File: config.mk
export PLATFORM = sky130hd
export DESIGN_NAME = threshold_sequencer
export DESIGN_NICKNAME = d
export VERILOG_FILES = /design/src/rtl/threshold_sequencer.sv
export SDC_FILE = /design/constraint.sdc
export NUM_CORES = 1
export LEC_CHECK = 0
export BUFFER_PORTS_ARGS = -buffer_cell sky130_fd_sc_hd__buf_2
export CAP_MARGIN = 20
export CORE_MARGIN = 5
export CORE_UTILIZATION = 50
export DETAILED_ROUTE_END_ITERATION = 6
export GPL_TIMING_DRIVEN = 0
export PLACE_DENSITY = 0.72
export RECOVER_POWER = 100
export SYNTH_ARGS = -nofsm -noshare
export SYNTH_HDL_FRONTEND = slang
export SYNTH_SLANG_ARGS = --single-unit
File: constraint.sdc
create_clock -name clk -period 1.5 [get_ports clk]
set_clock_uncertainty 0.15 [all_clocks]
set_input_delay 0.225 -clock clk [delete_from_list [all_inputs] [get_ports clk]]
set_output_delay 0.225 -clock clk [all_outputs]
set_load 0.03 [all_outputs]
File: src/rtl/threshold_sequencer.sv
// threshold_sequencer: stages per-channel HSV threshold masks in shadow
// registers, commits them to the live outputs on a frame boundary, and flags
// a settling window while the colour-reduction pipeline flushes.
module threshold_sequencer #(
  parameter int PIPE_LATENCY = 8,
  parameter int DEF_H_BITS   = 3,
  parameter int DEF_S_BITS   = 2,
  parameter int DEF_V_BITS   = 2
) (
  input  logic       clk,
  input  logic       reset,
  input  logic       select,
  input  logic [1:0] selector,
  input  logic [2:0] inputVal,
  input  logic       frame_start,
  output logic [7:0] hThreshold,
  output logic [7:0] sThreshold,
  output logic [7:0] vThreshold,
  output logic       pending,
  output logic       settling
);

  typedef enum logic [1:0] {
    IDLE    = 2'd0,
    PENDING = 2'd1,
    SETTLE  = 2'd2
  } state_t;

  // Mask with depth+1 leading ones.
  function automatic logic [7:0] mask_of(input logic [2:0] depth);
    return 8'hFF << (3'd7 - depth);
  endfunction

  localparam logic [7:0] DEF_H   = mask_of(3'(DEF_H_BITS - 1));
  localparam logic [7:0] DEF_S   = mask_of(3'(DEF_S_BITS - 1));
  localparam logic [7:0] DEF_V   = mask_of(3'(DEF_V_BITS - 1));
  localparam logic [7:0] LAT     = 8'(PIPE_LATENCY);

  state_t     state_q, state_d;
  logic [7:0] cnt_q, cnt_d;
  logic       edit_flag_q, edit_flag_d;
  logic [7:0] shadow_h_q, shadow_h_d;
  logic [7:0] shadow_s_q, shadow_s_d;
  logic [7:0] shadow_v_q, shadow_v_d;
  logic [7:0] live_h_q, live_h_d;
  logic [7:0] live_s_q, live_s_d;
  logic [7:0] live_v_q, live_v_d;
  logic [7:0] edit_mask;

  assign edit_mask = mask_of(inputVal);

  // Shadow edits apply in every state; the same-cycle edit is visible to a
  // commit so a merged edit lands directly in the live masks.
  always_comb begin
    shadow_h_d  = shadow_h_q;
    shadow_s_d  = shadow_s_q;
    shadow_v_d  = shadow_v_q;
    if (select) begin
      case (selector)
        2'd0: shadow_h_d = edit_mask;
        2'd1: shadow_s_d = edit_mask;
        2'd2: shadow_v_d = edit_mask;
        default: begin
          shadow_h_d = DEF_H;
          shadow_s_d = DEF_S;
          shadow_v_d = DEF_V;
        end
      endcase
    end
  end

  // Commit/settle sequencing and edit bookkeeping.
  always_comb begin
    state_d     = state_q;
    cnt_d       = cnt_q;
    edit_flag_d = edit_flag_q | select;
    live_h_d    = live_h_q;
    live_s_d    = live_s_q;
    live_v_d    = live_v_q;
    case (state_q)
      IDLE: begin
        // A frame boundary with nothing staged is a no-op.
        if (select) state_d = PENDING;
      end
      PENDING: begin
        if (frame_start) begin
          live_h_d    = shadow_h_d;
          live_s_d    = shadow_s_d;
          live_v_d    = shadow_v_d;
          edit_flag_d = 1'b0;
          cnt_d       = LAT;
          state_d     = SETTLE;
        end
      end
      SETTLE: begin
        // Frame boundaries are ignored here; staged edits wait for the
        // next frame_start after the window closes.
        cnt_d = cnt_q - 8'd1;
        if (cnt_q == 8'd1) state_d = edit_flag_d ? PENDING : IDLE;
      end
      default: state_d = IDLE;
    endcase
  end

  // State, counter, shadow and live registers; reset restores defaults.
  always_ff @(posedge clk) begin
    if (reset) begin
      state_q     <= IDLE;
      cnt_q       <= 8'd0;
      edit_flag_q <= 1'b0;
      shadow_h_q  <= DEF_H;
      shadow_s_q  <= DEF_S;
      shadow_v_q  <= DEF_V;
      live_h_q    <= DEF_H;
      live_s_q    <= DEF_S;
      live_v_q    <= DEF_V;
    end else begin
      state_q     <= state_d;
      cnt_q       <= cnt_d;
      edit_flag_q <= edit_flag_d;
      shadow_h_q  <= shadow_h_d;
      shadow_s_q  <= shadow_s_d;
      shadow_v_q  <= shadow_v_d;
      live_h_q    <= live_h_d;
      live_s_q    <= live_s_d;
      live_v_q    <= live_v_d;
    end
  end

  assign hThreshold = live_h_q;
  assign sThreshold = live_s_q;
  assign vThreshold = live_v_q;
  assign pending    = edit_flag_q;
  assign settling   = (state_q == SETTLE);

endmodule

Yosys cells after proc, flatten, opt, wreduce, memory -nomap -nowiden. Index checks and enable logic that the tools add are counted.

$add $sub $neg: 2. Eq/ne operators: 8. Shift-type cells: 1. Muxes and demuxes: 15. Bitwise operators: 1. Reductions and logical operators: 9.

Operator list (number): 8-bit case mux with 2 select lines (4); 8-bit 2-to-1 mux (4); 8-bit by 1-bit equality test with 1-bit output (second input constant) (1); 8-bit by 3-bit << shifter with 8-bit output (first input constant) (1); 8-bit by 1-bit subtractor with 8-bit output (second input constant) (1); 2-bit 2-to-1 mux (3); 2-bit case mux with 3 select lines (1); 2-bit OR reduction (3); 2-bit by 1-bit equality test with 1-bit output (second input constant) (2); 2-bit equality test (second input constant) (2); 2-bit zero test (2); 2-bit inequality test (second input constant) (2); 2-bit AND reduction (2); 1-bit 2-to-1 mux (3); 3-bit AND reduction (1); 3-bit subtractor (first input constant) (1); 2-bit by 1-bit inequality test with 1-bit output (second input constant) (1); 2-bit nonzero test (1); 1-bit bitwise OR (1).

Register bits after elaboration: 59. Input bits: 9. Output and inout bits: 26. Logic and storage cells: 45.

Longest topological paths before layout. Gate-level depths: netlist of run 1.

Depth after elaboration: 4. Depth in mapped cells: 7. Mapped depth without buffers: 6.

Worst setup path before layout of run 1. OpenSTA, ideal clock, no wires.

Path kind: input to register. Start point: input port selector[1]. End point: register live_v_q[4] (netlist: vThreshold[4]). Library setup time: 0.117 ns. Arrival time: 1.329 ns. Required time: 1.233 ns. Path slack: -0.095 ns. Stages: 7. Path buffers: 1. Path through: inv_1 > ha_1 > buf_2 > or3b_4 > a32oi_1 > nor2_1 > o22a_1.

Word-level cells in the longest chain between the ends: 4. Elaborated cells between the ends (all ways): 6. Those cells by class: 2 x eq/ne; 2 x mux; 2 x reduce/logical.

Ends and longest elaborated chain: start: declaration (line 13) `input logic [1:0] selector,`; 2-bit by 1-bit equality test with 1-bit output / 2-bit zero test (equally long branches) (line 59) `case (selector)`; 2-bit OR reduction (no source line); 8-bit case mux with 2 select lines * (line 59); 8-bit 2-to-1 mux * (line 58) `if (select) begin`; end signal: assignment (line 126) `live_v_q <= live_v_d;`; end: declaration (line 47) `logic [7:0] live_v_q, live_v_d;`.

Mark *: on every way between the ends. The rest lies on a longest branch, timed or not. A chain may end at the register's enable or synchronous reset.

Final worst setup path of run 1.
Start point: register state_q[1]. End point: output port settling.

Word-level cells in the longest chain between the ends: 1.

Ends and longest elaborated chain: start: declaration (line 39) `state_t state_q, state_d;`; start signal: assignment (line 118) `state_q <= state_d;`; 2-bit equality test (line 134) `assign settling = (state_q == SETTLE);`; end: declaration (line 20) `output logic settling`.

Every way passes these cells.

==> impl_metrics.py, run 1 <==
metrics = {
    "setup_path": {
        "end_kind": "output port",
        "cp_max_fo": 6,
        "crit_type": "flip-flop to output port",
        "r2r-end": "cnt_q[4]",
        "r2r_start": "state_q[1]",
        "cp-start-kind": "flip-flop",
        "reg2reg_depth": 4,
        "r2r_slack_ns": 0.10,
        "cp.arrival_ns": 1.10,
        "cp_data_required_time_ns": 1.12,
    },
    "power_and_ir_drop": {
        "leakagePower_nw": 1.142,
        "max-vdd-ir-drop_mv": 0.6871,
        "p_per_area_nw_per_um2": 1214,
    },
    "clock_network": {
        "cts_made_buffers": 9,
        "cts_buffer_depth": 2,
        "root_buffer": "clkbuf_8",
        "htree_levels": 3,
        "clk_pin_slew_ns": 0.06,
        "hold_buffers": 0,
        "clock-sinks": 59,
        "cts_tree": "built",
        "insertion_delay_ns": 0.33,
    },
    "timing": {
        "slew_violations": 0,
        "max_slew_margin_pct": 66.92,
        "finalSetupViolCount": 0,
        "worst_pin_slew_ns": 0.4962,
        "fin_setup_tns_ns": 0,
        "finalCritPeriodShare_pct": 98.18,
        "fin_hold_ws_ns": 0.1562,
        "period_needed_ns": 1.473,
        "finalHoldViolations": 0,
        "fmax_mhz": 679.0,
    },
    "detailed_routing": {
        "wl_met2_um": 2496,
        "met1Wirelength_um": 2705,
        "wl_um": 5558,
        "drc_errors": 0,
        "wl_met3_um": 249,
        "via_count": 2027,
        "drt-vias-per-instance": 5.726,
        "wl_per_cell_um": 15.70,
        "detail-route-antenna-nets": 0,
        "highest_layer": "met4",
        "dr.first_iter.drc_count": 93,
        "first_pass_iters": 4,
    },
    "worst_hold_path": {
        "min_path_type": "input pin to flip-flop",
        "min_to": "state_q[0]",
        "hold_path_depth": 5,
        "min-delay-start": "frame_start",
    },
    "synth": {
        "synthDistinctLibCells": 45,
        "synth_warnings": 0,
        "ys_seq_elements": 59,
        "ys.flop_type": "dfxtp_1",
        "async_flop_share_pct": 0,
        "syn_avg_cell_area_um2": 9.424,
        "synth_edf_count": 0,
        "synthCells": 252,
        "synth_nets": 268,
        "ys_seq_area_share_pct": 49.74,
        "syn_area_um2": 2375,
    },
    "flow_run": {
        "cap_violations": 0,
    },
    "layout": {
        "final_common_cell": "dfxtp_1",
        "area_delta_synth_final_pct": 20.97,
        "nFillCells": 420,
        "final_cell_mix": "56 x dfxtp_1, 32 x nor2_1, 29 x clkbuf_1, 22 x nand2_1, 15 x a21oi_1",
        "multi_input_area_um2": 1151,
        "final_core_util_pct": 61.64,
        "antennaDiodeCount": 0,
        "final_area_um2": 2873,
        "regArea_um2": 1192,
        "nNetsFinal": 315,
        "layout-drive-gt1-share_pct": 19.00,
    },
    "floorplanning": {
        "io_pins": 35,
        "die_y_um": 78.92,
        "start_util_pct": 50.95,
        "rows": 25,
        "core_um2": 4661,
        "fp.dieArea_um2": 6228,
        "die_w_um": 78.92,
    },
    "global_routing": {
        "gr-usage-all-layers_pct": 18.62,
        "grt_first_pass_wirelength_um": 9094,
        "grt_max_degree": 11,
        "grt_pass1_vias": 1926,
        "grt_antenna_before_repair": 0,
        "gr-total-overflow": 0,
    },
    "status": {
        "status": "complete, no violations",
    },
    "place": {
        "gp_congestion": 0.8240,
        "hpwl_um": 3823,
        "port_buffers": 32,
        "placed_area_um2": 2623,
    },
}
==> what timing repair did <==
item | CTS | global route
setup buffers | 1 | 3
hold endpoints to repair | 0 | 0
endpoints found under the setup margin | 14 | 14
gates resized for setup | 7 | 26
pin swaps | 2 | 9
==> final cells by class <==
cell class,count,area share [%]
sequential,59,41.51
multi-input combinational,169,40.07
timing repair buffer,36,5.923
clock buffer,12,5.401
buffer,18,3.963
tap,54,2.352
inverter,6,0.7840
==> cells in the mapped netlist (2+ instances only) <==
| library cell | number | share of area, % |
|---|---|---|
| nand2_1 | 22 | 3.5 |
| a22o_1 | 2 | 0.74 |
| nand2b_1 | 2 | 0.53 |
| o21ai_0 | 9 | 1.9 |
| nand4_1 | 2 | 0.53 |
| o211ai_1 | 2 | 0.63 |
| buf_2 | 9 | 1.9 |
| o41ai_1 | 2 | 0.74 |
| a32o_1 | 4 | 1.7 |
| dfxtp_1 | 59 | 50 |
| a21oi_1 | 16 | 3.4 |
| nor2_1 | 34 | 5.4 |
| o21a_1 | 2 | 0.63 |
| o22ai_1 | 2 | 0.53 |
| nor2b_1 | 2 | 0.53 |
| clkbuf_1 | 4 | 0.63 |
| ha_1 | 7 | 3.7 |
| a22oi_1 | 2 | 0.63 |
| a31oi_1 | 5 | 1.3 |
| nor4_2 | 2 | 1.1 |
| buf_4 | 4 | 1.3 |
| nor3_1 | 4 | 0.84 |
| a211oi_1 | 6 | 1.9 |
| nand3_1 | 5 | 1.1 |
| mux2_2 | 2 | 0.95 |
| o22a_1 | 12 | 4.4 |
| o2111ai_1 | 3 | 1.1 |
| a32oi_1 | 5 | 1.8 |
| inv_1 | 6 | 0.95 |
==> where the power goes <==
part,internal (mW),total (mW),switching (mW)
combinational,0.205,0.560,0.356
clock,0.653,1.21,0.552
sequential,1.66,1.72,0.0646
total,2.52,3.49,0.972
==> worst max path at each step <==
stage	slack, ns	startpoint	to	cells after the start
2_1_floorplan	-0.05	selector[1]	vThreshold[4]	7
3_3_place_gp	-0.37	selector[0]	sThreshold[6]	7
3_5_place_dp	-0.39	selector[0]	sThreshold[6]	7
4_1_cts	-0.02	state_q[1]	settling	3
5_1_grt	-0.0006	state_q[0]	hThreshold[0]	5
6_report	0.03	state_q[1]	settling	3
==> sequential cells by signal, indices dropped and copies added, names as in the netlist <==
signal / cells
state_q: 2
sThreshold: 8
hThreshold: 8
cnt_q: 8
shadow_v_q: 8
shadow_s_q: 8
shadow_h_q: 8
vThreshold: 8
pending: 1
==> routing by layer <==
layer,global-route usage (%),up-vias
met2,29.29,39
met1,23.93,969
met5,0,-
li1,-,1009
met3,4.762,10
met4,8.763,0
==> cell families (layout without fill, tap and decap cells) <==
kind of cell    after synthesis  in the layout  share of synthesized area, %
compound gates               79             79                         23.92
fa+ha+maj                     7              7                         3.688
buf+inv                      24             72                         4.899
flops                        59             59                         49.74
mux                           3              3                         1.370
simple gates                 80             80                         16.39
==> critical path, stage by stage, from the launching register on <==
cell and delay [ns]:
dfxtp_4 0.37, nor2b_4 0.15, buf_6 0.12, buf_6 0.12
==> through the flow <==
stage                     std cells  power [mW]  setup WS, ns
after floorplan                 252       2.127      -0.04709
after global placement          338       2.264       -0.3748
after detailed placement        338       2.275       -0.3867
after CTS                       351       3.472      -0.01790
after global routing            354       3.649    -0.0005527
final                           354       3.489       0.02730
(Power assumes the default switching activity.)
==> inputs of run 2 (changes only) <==
CTS_BUF_LIST = sky130_fd_sc_hd__clkbuf_4   (was default)
==> run 2 against run 1 <==
The run now ends with setup timing left. Flip-flop and latch count stayed put. Via count hardly changed. Worst setup slack worse by 0.035 ns. Maximum frequency is 2.3% lower. Critical path depth is 3 higher. Largest power group unchanged.
==> impl_metrics.py, run 2 (synthesis gave the netlist of run 1 again) <==
metrics = {
    "status": {
        "failed_checks": "setup timing",
        "status": "complete, but fails checks",
    },
    "timing": {
        "fin_setup_tns_ns": -0.007465,
        "worst_pin_slew_ns": 0.5121,
        "fin_ws_ns": -0.007465,
        "max_slew_margin_pct": 65.86,
        "fin_hold_ws_ns": 0.09066,
        "slew_violations": 0,
        "finalSetupViolCount": 1,
        "fmax_mhz": 663.4,
        "period_needed_ns": 1.507,
        "finalCritPeriodShare_pct": 100.5,
        "finalHoldViolations": 0,
        "grt_setup_unrepaired": "yes",
    },
    "power_and_ir_drop": {
        "leakagePower_nw": 1.208,
        "max-vdd-ir-drop_mv": 0.5973,
        "p_per_area_nw_per_um2": 1100,
    },
    "floorplanning": {
        "rows": 25,
        "io_pins": 35,
        "start_util_pct": 50.95,
        "die_y_um": 78.92,
        "die_w_um": 78.92,
        "core_um2": 4661,
        "fp.dieArea_um2": 6228,
    },
    "layout": {
        "multi_input_area_um2": 1122,
        "nNetsFinal": 318,
        "final_common_cell": "dfxtp_1",
        "nFillCells": 426,
        "layout-drive-gt1-share_pct": 25.74,
        "regArea_um2": 1190,
        "final_cell_mix": "56 x dfxtp_1, 35 x buf_2, 34 x nor2_1, 21 x nand2_1, 15 x a21oi_1",
        "area_delta_synth_final_pct": 19.39,
        "antennaDiodeCount": 0,
    },
    "detailed_routing": {
        "wl_per_cell_um": 15.63,
        "detail-route-antenna-nets": 0,
        "drc_errors": 0,
        "drt-vias-per-instance": 5.675,
        "dr.first_iter.drc_count": 138,
        "wl_um": 5581,
        "first_pass_iters": 4,
        "via_count": 2026,
    },
    "place": {
        "hpwl_um": 3823,
        "gp_congestion": 0.8240,
        "port_buffers": 32,
    },
    "clock_network": {
        "clock-sinks": 59,
        "cts_made_buffers": 9,
        "htree_levels": 3,
        "clk_pin_slew_ns": 0.09,
        "cts_buffer_depth": 2,
        "root_buffer": "clkbuf_4",
        "cts_tree": "built",
        "insertion_delay_ns": 0.39,
    },
    "global_routing": {
        "gr-usage-all-layers_pct": 18.84,
        "grt_antenna_before_repair": 0,
        "grt_first_pass_wirelength_um": 9128,
        "grt_max_degree": 11,
        "grt_pass1_vias": 1932,
        "gr-total-overflow": 0,
    },
    "setup_path": {
        "end_kind": "flip-flop",
        "cp_data_required_time_ns": 1.65,
        "cp-start-kind": "input pin",
        "crit_type": "input pin to flip-flop",
        "cp_max_fo": 10,
        "cp.arrival_ns": 1.66,
    },
    "worst_hold_path": {
        "min_path_type": "input pin to flip-flop",
    },
    "flow_run": {
        "cap_violations": 0,
    },
}
run 2: changes by cell type in the layout (fill, tap and decap cells not counted), sizes merged:
cell,before,now
buf,24,48
clkbuf,42,17
dlygate4sd3,0,2
clkinv,0,2
run 2: layout make-up:
cell class | instances | area share [%]
flip-flops and latches | 59 | 41.97
clock buffers | 10 | 2.648
well taps | 54 | 2.383
repair buffers | 40 | 8.164
clock inverters | 2 | 0.2648
plain buffers | 17 | 4.192
inverters | 6 | 0.7944
multi-input cells | 169 | 39.59
run 2: metrics by stage:
step	total power, mW	setup WS [ns]	util (%)	std cells	instance area [um^2]
final	3.119	-0.007465	60.83	357	2835
after global routing	3.280	-0.05412	60.83	357	2835
after CTS	3.096	-0.02972	59.14	354	2756
after detailed placement	2.275	-0.3867	56.27	338	2623
after global placement	2.264	-0.3748	56.27	338	2623
after floorplan	2.127	-0.04709	-	252	2395
run 2: final timing paths:
path | start | end | slack [ns] | cells past startpoint
worst max-delay path | selector[0] | vThreshold[0] | -0.007 | 6
worst min-delay path | frame_start | state_q[0] | 0.09 | 5
worst max register to register | state_q[1] | vThreshold[0] | 0.02 | 5
worst min register to register | shadow_s_q[1] | shadow_s_q[1] | 0.30 | 2
run 2: timing repair:
action	4_1_cts	5_1_grt
pin swaps	1	3
buffers inserted	2	4
resized for setup	7	20
setup endpoints to repair	13	26
endpoints found under the hold margin	1	0
hold buffers	2	0
run 2: worst max-delay path, stage by stage:
cell	delay, ns
buf_2	0.15
ha_1	0.27
clkbuf_4	0.21
o21ai_1	0.34
a22oi_1	0.17
a211oi_1	0.29
run 2: routing by layer:
layer	GRT usage, %	wire length (um)	vias up
met5	0	0	-
met4	9.794	112	0
met3	5.102	274	13
met2	28.86	2536	42
met1	24.29	2658	948
li1	-	-	1023
run 2: where the power goes:
part	switching, mW	total (mW)	internal [mW]
combinational	0.358	0.582	0.224
clock	0.509	0.822	0.313
sequential	0.0581	1.71	1.66
==> inputs of run 3 (changes only) <==
CORE_UTILIZATION = 53   (was 50)
PLACE_DENSITY = 0.76   (was 0.72)
==> run 3 against run 2 <==
The run still ends with setup timing left. Worst hold slack got worse by 0.0017 ns. Clock power grew 2%. Flip-flop and latch count did not move. Critical path depth fell by 1. Count of clock-buffer cells in the layout decreased by 1. Combinational power rose by 0.9%. Register-to-register slack worse by 0.03 ns. Critical path type is now flip-flop to flip-flop. Largest cell class unchanged.
==> impl_metrics.py, run 3 (synthesis gave the netlist of run 1 again) <==
metrics = {
    "status": {
        "status": "complete, but fails checks",
        "failed_checks": "setup timing",
    },
    "setup_path": {
        "crit_buf_inv": 1,
        "slowest_delay_ns": 0.37,
        "cp-start-kind": "flip-flop",
        "slowest_stage": "dfxtp_4",
        "cp_max_fo": 5,
        "crit_type": "flip-flop to flip-flop",
        "cp_data_required_time_ns": 1.64,
        "cp.arrival_ns": 1.65,
        "crit_chain": "buf_4 -> nor3b_4 -> nand2_2 -> o2111ai_1 -> o41ai_1",
        "cp_top_family": "simple AND/OR/NAND/NOR gates",
        "r2r_slack_ns": -0.01,
        "end_kind": "flip-flop",
    },
    "power_and_ir_drop": {
        "p_per_area_nw_per_um2": 1098,
        "max-vdd-ir-drop_mv": 0.7067,
        "leakagePower_nw": 1.215,
    },
    "floorplanning": {
        "io_pins": 35,
        "rows": 24,
        "die_y_um": 76.94,
        "die_w_um": 76.94,
        "core_um2": 4354,
        "start_util_pct": 54.54,
        "fp.dieArea_um2": 5920,
    },
    "worst_hold_path": {
        "min_path_type": "input pin to flip-flop",
    },
    "detailed_routing": {
        "wl_per_cell_um": 15.77,
        "via_count": 2081,
        "drt-vias-per-instance": 5.813,
        "dr.first_iter.drc_count": 123,
        "detail-route-antenna-nets": 0,
        "wl_um": 5646,
        "first_pass_iters": 4,
        "drc_errors": 0,
    },
    "layout": {
        "area_delta_synth_final_pct": 20.71,
        "nNetsFinal": 318,
        "layout-drive-gt1-share_pct": 28.10,
        "final_cell_mix": "56 x dfxtp_1, 37 x buf_2, 33 x nor2_1, 21 x nand2_1, 15 x a21oi_1",
        "antennaDiodeCount": 0,
        "final_area_um2": 2867,
        "final_common_cell": "dfxtp_1",
    },
    "global_routing": {
        "grt_pass1_vias": 2102,
        "grt_util_met2_pct": 30.73,
        "gr-usage-all-layers_pct": 19.74,
        "gr-total-overflow": 0,
        "grt_antenna_before_repair": 0,
        "grt_util_met3_pct": 4.918,
        "grt_max_degree": 11,
        "grt_use_met1_pct": 24.34,
        "grt_first_pass_wirelength_um": 9466,
        "top_usage_layer": "met2",
    },
    "timing": {
        "fin_hold_ws_ns": 0.08900,
        "worst_pin_slew_ns": 0.5734,
        "grt_setup_unrepaired": "yes",
        "max_slew_margin_pct": 61.77,
        "fin_ws_ns": -0.01270,
        "finalSetupViolCount": 1,
        "fmax_mhz": 661.1,
        "finalHoldViolations": 0,
        "period_needed_ns": 1.513,
        "finalCritPeriodShare_pct": 100.8,
        "slew_violations": 0,
    },
    "clock_network": {
        "cts_tree": "built",
        "htree_levels": 3,
        "cts_made_buffers": 9,
        "insertion_delay_ns": 0.40,
        "clock-sinks": 59,
        "clk_pin_slew_ns": 0.10,
        "cts_buffer_depth": 2,
        "root_buffer": "clkbuf_4",
    },
    "place": {
        "port_buffers": 32,
        "hpwl_um": 3839,
        "gp_congestion": 0.8647,
        "dp_slack_ns": -0.3754,
        "placed_area_um2": 2620,
    },
    "flow_run": {
        "cap_violations": 0,
    },
}
## run 3: cell count changes in the layout (fill, tap and decap cells not counted), moves of 2 or more
cell and delta:
clkbuf_4 -3, a211oi_1 -4, clkinv_1 +3, a211oi_2 +4, buf_2 +2, buf_6 +2
## run 3: layout make-up
class / count / area (um^2)
Sequential cell: 59 / 1187
Tap cell: 52 / 65.06
Clock inverter: 6 / 23.77
Inverter: 6 / 22.52
Buffer: 17 / 112.6
Fill cell: 372 / 1488
Timing Repair Buffer: 40 / 232.7
Multi-Input combinational cell: 169 / 1155
Clock buffer: 9 / 67.56
## run 3: path summary, 6_finish.rpt
kind | endpoint | start | depth (start not counted)
hold reg to reg | shadow_s_q[1] | shadow_s_q[1] | 2
setup reg to reg | cnt_q[4] | state_q[0] | 5
setup / recovery | cnt_q[4] | state_q[0] | 5
hold / removal | state_q[0] | frame_start | 5
## run 3: worst reg2reg max path, stage by stage (launching register included)
cell and delay (ns):
dfxtp_4 0.37, buf_4 0.14, nor3b_4 0.26, nand2_2 0.14
o2111ai_1 0.22, o41ai_1 0.11
## run 3: stage by stage
step | power [mW] | cells | TNS [ns] | utilization (%)
global route | 3.325 | 358 | -0.2477 | 65.83
detailed placement | 2.276 | 336 | -6.142 | 60.17
floorplan | 2.127 | 252 | -0.04709 | -
finish | 3.146 | 358 | -0.01270 | 65.83
CTS | 3.118 | 354 | -0.03931 | 63.28
global placement | 2.262 | 336 | -5.190 | 60.17
## run 3: power breakdown
group	switching [mW]	leakage, nW	internal, mW
clock	0.539	0.0532	0.301
sequential	0.0613	0.483	1.66
combinational	0.362	0.679	0.224
## run 3: timing repair
item	in CTS	in global routing
buffers inserted	2	5
setup endpoints to repair	11	23
pin swaps	1	3
hold buffers	1	0
gates resized for setup	8	22
endpoints found under the hold margin	2	0
## run 3: metal layers
| layer | part of all wire (%) | vias to the layer above | wire length (um) |
|---|---|---|---|
| li1 | - | 1021 | - |
| met2 | 46 | 62 | 2578 |
| met4 | 2.7 | 0 | 151 |
| met1 | 47 | 984 | 2635 |
| met5 | 0 | - | 0 |
| met3 | 5.0 | 14 | 280 |
